## config.mk

```make
export PLATFORM = sky130hd
export DESIGN_NAME = cell_pair_read_controller
export DESIGN_NICKNAME = d
export VERILOG_FILES = /design/src/rtl/cell_pair_read_controller.sv
export SDC_FILE = /design/constraint.sdc
export NUM_CORES = 1
export LEC_CHECK = 0
export CAP_MARGIN = 25
export CORE_MARGIN = 10
export CORE_UTILIZATION = 25
export CTS_BUF_LIST = sky130_fd_sc_hd__clkbuf_4 sky130_fd_sc_hd__clkbuf_8
export DETAILED_ROUTE_END_ITERATION = 10
export PLACE_DENSITY = 0.55
export SYNTH_ARGS = -nofsm -noshare
export SYNTH_HDL_FRONTEND = slang
export SYNTH_SLANG_ARGS = --single-unit
```

## constraint.sdc

```tcl
create_clock -name clk -period 3.1 [get_ports clk]
set_input_delay 0.62 -clock clk [delete_from_list [all_inputs] [get_ports clk]]
set_output_delay 0.62 -clock clk [all_outputs]
set_load 0.02 [all_outputs]
```

## src/rtl/cell_pair_read_controller.sv

```systemverilog
// cell_pair_read_controller: walks every reference particle of the home cell against the home cell and its half-shell neighbours, issuing each pair once; `define PAIR_COUNT_EN adds a saturating pair_count output
module cell_pair_read_controller #(
  parameter int PARTICLE_ID_WIDTH  = 7,
  parameter int NUM_NEIGHBOR_CELLS = 13,
  parameter int CELL_SEL_WIDTH     = 4
) (
  input  logic                         clk,
  input  logic                         rst,
  input  logic                         iter_start,
  input  logic [PARTICLE_ID_WIDTH-1:0] ref_particle_num,
  input  logic [PARTICLE_ID_WIDTH-1:0] nb_particle_num,
  input  logic                         back_pressure,
  output logic [PARTICLE_ID_WIDTH-1:0] ref_addr,
  output logic                         ref_rd_en,
  output logic [CELL_SEL_WIDTH-1:0]    nb_cell_sel,
  output logic [PARTICLE_ID_WIDTH-1:0] nb_addr,
  output logic                         nb_rd_en,
  output logic                         ref_switch,
  output logic                         busy,
  output logic                         reading_done
`ifdef PAIR_COUNT_EN
  ,output logic [15:0]                 pair_count
`endif
);
  localparam int AW = PARTICLE_ID_WIDTH + 1;
  typedef enum logic [1:0] {IDLE, LOAD_REF, SCAN, DONE} state_t;
  state_t state;
  logic [AW-1:0] ref_q, nb_q, ref_num_q, nb_num;
  logic [CELL_SEL_WIDTH-1:0] cell_q;
  logic cell_adv, last_cell, last_ref;
  assign nb_num      = {1'b0, nb_particle_num};
  assign ref_addr    = ref_q[PARTICLE_ID_WIDTH-1:0];
  assign nb_addr     = nb_q[PARTICLE_ID_WIDTH-1:0];
  assign nb_cell_sel = cell_q;
  // a cell is finished when it is empty/exhausted or the read issued now is its last one
  always_comb begin
    cell_adv   = ~back_pressure & ((nb_q + AW'(1)) >= nb_num);
    last_cell  = cell_q == CELL_SEL_WIDTH'(NUM_NEIGHBOR_CELLS - 1);
    last_ref   = (ref_q + AW'(1)) == ref_num_q;
    nb_rd_en   = (state == SCAN) & ~back_pressure & (nb_q < nb_num);
    ref_switch = (state == SCAN) & last_cell & cell_adv;
  end
  // control FSM with registered strobes; home cell restarts one past the reference index
  always_ff @(posedge clk or posedge rst) begin
    if (rst) begin
      state        <= IDLE;
      ref_q        <= '0;
      nb_q         <= '0;
      cell_q       <= '0;
      ref_num_q    <= '0;
      ref_rd_en    <= 1'b0;
      busy         <= 1'b0;
      reading_done <= 1'b0;
    end else begin
      ref_rd_en    <= 1'b0;
      reading_done <= 1'b0;
      case (state)
        IDLE: if (iter_start) begin
          ref_num_q <= {1'b0, ref_particle_num};
          ref_q     <= '0;
          nb_q      <= AW'(1);
          cell_q    <= '0;
          busy      <= 1'b1;
          if (ref_particle_num != '0) begin
            state     <= LOAD_REF;
            ref_rd_en <= 1'b1;
          end else begin
            state        <= DONE;
            reading_done <= 1'b1;
          end
        end
        LOAD_REF: state <= SCAN;
        SCAN: if (cell_adv) begin
          if (!last_cell) begin
            cell_q <= cell_q + 1'b1;
            nb_q   <= '0;
          end else if (last_ref) begin
            state        <= DONE;
            reading_done <= 1'b1;
          end else begin
            state     <= LOAD_REF;
            ref_rd_en <= 1'b1;
            ref_q     <= ref_q + AW'(1);
            nb_q      <= ref_q + AW'(2);
            cell_q    <= '0;
          end
        end else if (nb_rd_en) nb_q <= nb_q + AW'(1);
        DONE: begin
          state <= IDLE;
          busy  <= 1'b0;
        end
        default: state <= IDLE;
      endcase
    end
  end
`ifdef PAIR_COUNT_EN
  // issued-pair counter, cleared per iteration, saturating
  always_ff @(posedge clk or posedge rst) begin
    if (rst) pair_count <= '0;
    else if (state == IDLE && iter_start) pair_count <= '0;
    else if (nb_rd_en && pair_count != 16'hFFFF) pair_count <= pair_count + 16'd1;
  end
`endif
endmodule

```

After elaboration in Yosys (flattened, before gate mapping)
Cells that the tools add are included.
- logic and storage cells: 78
- input port bits: 18
- bits in registers: 32
- output and inout port bits: 23
- add/subtract/negate cells: 4
- $lt $le $gt $ge: 2
- muxes and demuxes: 36
- bitwise operators: 6
- reductions and logical operators: 10
- equal/unequal tests: 12
- operators with widths (kind ; number):
    8-bit 2-to-1 mux ; 9
    8-bit one-hot mux with 2 select lines ; 2
    8-bit by 1-bit adder with 8-bit output (second input constant) ; 2
    4-bit 2-to-1 mux ; 4
    1-bit 2-to-1 mux ; 11
    2-bit 2-to-1 mux ; 5
    8-bit by 2-bit adder with 8-bit output (second input constant) ; 1
    8-bit by 7-bit equality test with 1-bit output ; 1
    8-bit by 7-bit greater-or-equal comparator with 1-bit output ; 1
    8-bit by 7-bit less-than comparator with 1-bit output ; 1
    2-bit != test (second input constant) ; 4
    2-bit one-hot mux with 4 select lines ; 1
    4-bit one-hot mux with 2 select lines ; 1
    4-bit AND reduction ; 2
    7-bit nonzero test ; 1
    3-bit != test (second input constant) ; 2
    1-bit one-hot mux with 2 select lines ; 3
    1-bit AND ; 5
    5-bit AND reduction ; 1
    4-bit by 1-bit adder with 4-bit output (second input constant) ; 1
    2-bit equality test (second input constant) ; 2
    4-bit equality test (second input constant) ; 1
    4-bit != test (second input constant) ; 1
    2-bit AND reduction ; 2
    5 further kinds ; 6

Depth between registers and ports, before layout
Gate-level depths: netlist (run 1).
- depth in word-level cells: 6
- gate-level depth with buffers: 12
- depth with buffers taken out: 11

Least setup slack after synthesis (run 1)
No wires, ideal clock.
- path kind: reg2reg
- start point: register nb_q[2]
- end point: register nb_q[2]
- buffers on the path: 0
- data required time: 2975 ps
- library setup time: 125 ps
- setup slack: 141 ps
- arrival: 2834 ps
- clock period less this slack: 2959 ps
- cell stages (with the launch flop): 11
- path through: dfrtp_1 -> nand4_1 -> or2_2 -> xnor2_1 -> ha_1 -> a21o_1 -> a2111oi_4 -> a211o_2 -> nor3_4 -> nor3_4 -> mux2_4
- word-level cells in the longest chain between the ends: 5
- elaborated cells on any way between the ends: 11
- classes of those cells: add/sub (1); order compare (2); eq/ne (2); mux (3); bitwise (2); reduce/logical (1)
- RTL lines (item ; line ; RTL):
    start, declared ; 28 ; logic [AW-1:0] ref_q, nb_q, ref_num_q, nb_num;
    start signal, assigned ; 84 ; nb_q <= ref_q + AW'(2);
    start signal, assigned ; 87 ; end else if (nb_rd_en) nb_q <= nb_q + AW'(1);
    8-bit by 1-bit adder with 8-bit output ; 37, 87 ;
    8-bit by 7-bit greater-or-equal comparator with 1-bit output ; 37 ; cell_adv = ~back_pressure & ((nb_q + AW'(1)) >= nb_num);
    1-bit AND ; 37 ;
    4-bit != test (no source line), or another cell as far along ; n/a ;
    4-bit AND reduction (no source line) or 8-bit one-hot mux with 2 select lines (tied branches) ; n/a ;
Several ways; a longest one is shown, not always the timed one. The select of a mux whose other input is x is not followed.
A chain may end at the register's enable or synchronous reset.

Final worst setup path (run 1)
- start point: register nb_q[0]
- end point: output ref_switch
- word-level cells in the longest chain between the ends: 4
- RTL lines (item ; line ; RTL):
    8-bit by 1-bit adder with 8-bit output ; 37 ;
    8-bit by 7-bit greater-or-equal comparator with 1-bit output ; 37 ;
    1-bit AND ; 37 ;
    1-bit AND ; 41 ; ref_switch = (state == SCAN) & last_cell & cell_adv;
    end, declared ; 18 ; output logic ref_switch,
Every way passes these cells.

==> results of run 1 <==
layer usage:
metal  routed length [µm]  GRT usage, %
met1                 3170         12.04
met2                 3056         15.23
met3                  405         3.188
met4                  115         2.866
met5                    0             0
worst paths after layout:
kind                         startpoint      endpoint  depth (start not counted)
max                             nb_q[0]    ref_switch                         10
min                        ref_num_q[6]  ref_num_q[6]                          2
max reg2reg                     nb_q[0]       nb_q[1]                         13
min reg2reg                ref_num_q[6]  ref_num_q[6]                          2
max in group asynchronous           rst      ref_q[0]                          3
min in group asynchronous           rst  reading_done                          2
logic make-up after synthesis:
kind of cell	count (synthesis)	share of synthesized area, %
compound gates	59	16.48
xor+xnor	18	6.630
fa+ha+maj	19	9.543
buf+inv	45	9.794
flops	32	32.14
mux	13	6.027
simple gates	89	19.39
flip-flops by register name, indices dropped and copies added, names as in the netlist:
name / flops
nb_cell_sel: 4
state: 2
busy: 1
nb_q: 8
ref_num_q: 7
ref_rd_en: 1
ref_q: 8
reading_done: 1
worst max-delay path: stages, from the launching register on:
cell and delay [ns]:
sky130_fd_sc_hd__dfrtp_1 0.39, sky130_fd_sc_hd__ha_2 0.21, sky130_fd_sc_hd__nand3_2 0.10, sky130_fd_sc_hd__nor2_2 0.12, sky130_fd_sc_hd__xnor2_1 0.16, sky130_fd_sc_hd__ha_1 0.29
sky130_fd_sc_hd__buf_4 0.15, sky130_fd_sc_hd__a2111oi_4 0.35, sky130_fd_sc_hd__a211o_2 0.22, sky130_fd_sc_hd__nor2_4 0.05, sky130_fd_sc_hd__buf_6 0.13
report_power, final:
part | leakage (nW) | total [mW] | switching [mW] | internal, mW
clock network | 0.0359 | 0.289 | 0.144 | 0.145
logic | 1.03 | 0.900 | 0.452 | 0.449
registers | 0.423 | 0.581 | 0.0772 | 0.504
total | 1.49 | 1.77 | 0.673 | 1.10
area by class of cell:
cell class,count,area share (%)
multi-input cells,198,44.04
inverters,20,2.243
repair buffers,87,22.77
well taps,133,4.972
clock buffers,5,2.056
flip-flops and latches,32,23.93
per-stage QoR:
step / TNS (ns) / power (mW) / hold WS [ns] / area, µm²
floorplan: 0 / 1.142 / 0.4652 / 2491
global placement: -1.086 / 1.477 / 0.4896 / 3224
detailed placement: -1.341 / 1.487 / 0.4894 / 3224
CTS: 0 / 1.799 / 0.5052 / 3346
global route: -0.1309 / 1.923 / 0.5223 / 3347
finish: 0 / 1.770 / 0.4964 / 3347
synth_stat cells (3+ instances only):
cell type                  number  area share [%]
sky130_fd_sc_hd__o21ai_0       15             3.0
sky130_fd_sc_hd__mux2_4         4             2.4
sky130_fd_sc_hd__xnor2_1       10             3.5
sky130_fd_sc_hd__xor2_1         7             2.5
sky130_fd_sc_hd__mux2i_1        9             3.6
sky130_fd_sc_hd__nand4_1        4             1.0
sky130_fd_sc_hd__nand2b_1       3            0.75
sky130_fd_sc_hd__ha_1          19             9.5
sky130_fd_sc_hd__dfrtp_1       32              32
sky130_fd_sc_hd__nand2_1       28             4.2
sky130_fd_sc_hd__clkbuf_1       5            0.75
sky130_fd_sc_hd__nand3_1       15             3.0
sky130_fd_sc_hd__buf_4         16             4.8
sky130_fd_sc_hd__nor2_1        15             2.3
sky130_fd_sc_hd__a21oi_1       12             2.4
sky130_fd_sc_hd__a21o_1         4             1.2
sky130_fd_sc_hd__inv_1         20             3.0
sky130_fd_sc_hd__o211ai_1       3            0.90
sky130_fd_sc_hd__nor4_1         3            0.75
sky130_fd_sc_hd__a31oi_1        3            0.75
what timing repair did:
item / CTS / global route
pin swaps: 5 / 2
endpoints found under the setup margin: 6 / 7
buffers inserted: 4 / 0
gates resized for setup: 17 / 2
==> results.txt, run 1 <==
The flow ran to the end, and the final reports show no timing, DRC or antenna violations. The count of fill cells added during filler insertion is 1054. The core footprint is 0.009729 mm². The library cell used most frequently in the layout, excluding fill and tap cells, is sky130_fd_sc_hd__buf_4. After detailed routing, the number of vias per cell comes to 4.644.

Max-cap violations in this run came to 0. The TritonCTS clock tree is yes. The via count of the first global-routing pass came out at 2284. The required time of the critical path is 2.48 ns. The wire length per cell after detailed routing came out at 14.20 µm. The final setup violation count came out at 0.

The worst-margin pin slew came out at 0.7996 ns. In this run the static leakage power is 1.489 nW. Based on the critical path, the design can be clocked at up to 325.8 MHz. The final count of pins violating max slew is 0. The final-report hold violation count came out at 0. In this run the clock root is driven by a sky130_fd_sc_hd__clkbuf_8. The total area of sequential cells is 800.8 µm². The weighted congestion reported at the end of routability-driven placement came out at 0.8037.

The average instance in the mapped netlist occupies 9.059 µm². The worst setup slack after layout is 0.03030 ns. The first-iteration detailed-routing DRC count is 104.

Synthesis produced 275 cells. The first global-routing pass estimated 11.45 mm of wire. Of the cells placed in the final design, the portion with a size suffix greater than 1 is 22.22%. The later-pin clock latency in the skew report is 0.28 ns. Counting flops and latches in the post-synthesis netlist gives 32. The number of hold buffers added after cts came out at 0. The worst clock skew came out at 0.006090 ns.

The global-route usage over all layers is 9.579%. The instance count after placement with tap cells included came out at 466. 0 antenna diodes ended up in the layout. The total overflow reported by the global router came out at 0.

The slack of the worst reg-to-reg path came out at 0.14 ns. The worst-case clock buffer depth is 2. The ratio of final minimum period to clock period came out at 99.02%.

The type of the tightest min-delay check is register to register. The CTS clock-pin slew for the worst setup and hold paths is 0.07 ns. The library cells used most frequently in the layout, excluding fill and tap cells, are 46 x sky130_fd_sc_hd__buf_4, 38 x sky130_fd_sc_hd__clkdlybuf4s50_1, 32 x sky130_fd_sc_hd__dfrtp_1. The final instance count without filler cells came out at 475. The synthesized net count is 312. The placement-stage worst setup slack is -0.4938 ns. Among all flip-flop cells after synthesis, the most frequent one is sky130_fd_sc_hd__dfrtp_1.

The initial utilization of the core area, before any placement, comes to 25.60%. The yosys synthesis warning count is 0. The type of the worst setup path is register to output port. The total die area came out at 0.01436 mm².

The sequential fraction of the synthesis area is 32.14%. The number of antenna violations at the first check in global routing is 0. In the synthesized netlist the async set-or-reset flop fraction comes to 100.0%. IR analysis of the VDD net gives a maximum drop of 0.0002739 V. Data arrives at the worst endpoint at 2.45 ns.

The multi-input logic area came out at 0.001474 mm². The utilization after layout came out at 34.40%. In this run the tool buffered the top-level ports with 40 buffer cells. The final net count came out at 381. Power spread over the standard cell area amounts to 528.9 mW/mm².

The number of ports placed on the die boundary came out at 41. The number of flops mapped to enable cells by yosys came out at 0. The half-perimeter wire length after detailed placement came out at 5.271 mm. The worst setup path is launched from a register. After detailed routing, the number of remaining DRC violations is 0. The total clock sinks came out at 32. STA classifies the critical path endpoint as an output port. The post-route antenna net violation count is 0.

The cell area after synthesis came out at 0.002491 mm². The aggregate routed wire length came out at 6.746 mm. The overall via count from detail_route is 2206. The time the worst path needs with I/O delays and setup came out at 3.070 ns. In this run the vertical extent of the chip is 119.8 µm. The number of buffers added by the clock tree synthesis step came out at 5. The largest net degree at the start of global routing came out at 21.

From synthesis to final layout, the design area changed by 34.35%. Setup repair after global routing could not meet its margin everywhere. The H-tree generated during clock tree synthesis spans 2 levels. The cell row count is 36. The number of iterations in the first detailed-routing pass is 4. The floorplan step set the die width to 119.8 µm. In this run the worst path has a maximum fanout of 4. The worst pin sits at a relative slew slack of 46.63%. The number of unique standard cell types used by synthesis is 59.
No activity file was read; power rests on OpenSTA's default activity.
==> inputs of run 2 (changes only) <==
- CTS_BUF_LIST: sky130_fd_sc_hd__clkbuf_4 sky130_fd_sc_hd__clkbuf_8 -> sky130_fd_sc_hd__clkbuf_8
==> results of run 2 <==
Same layout as run 1: the final DEF is identical, and so are final timing and power.
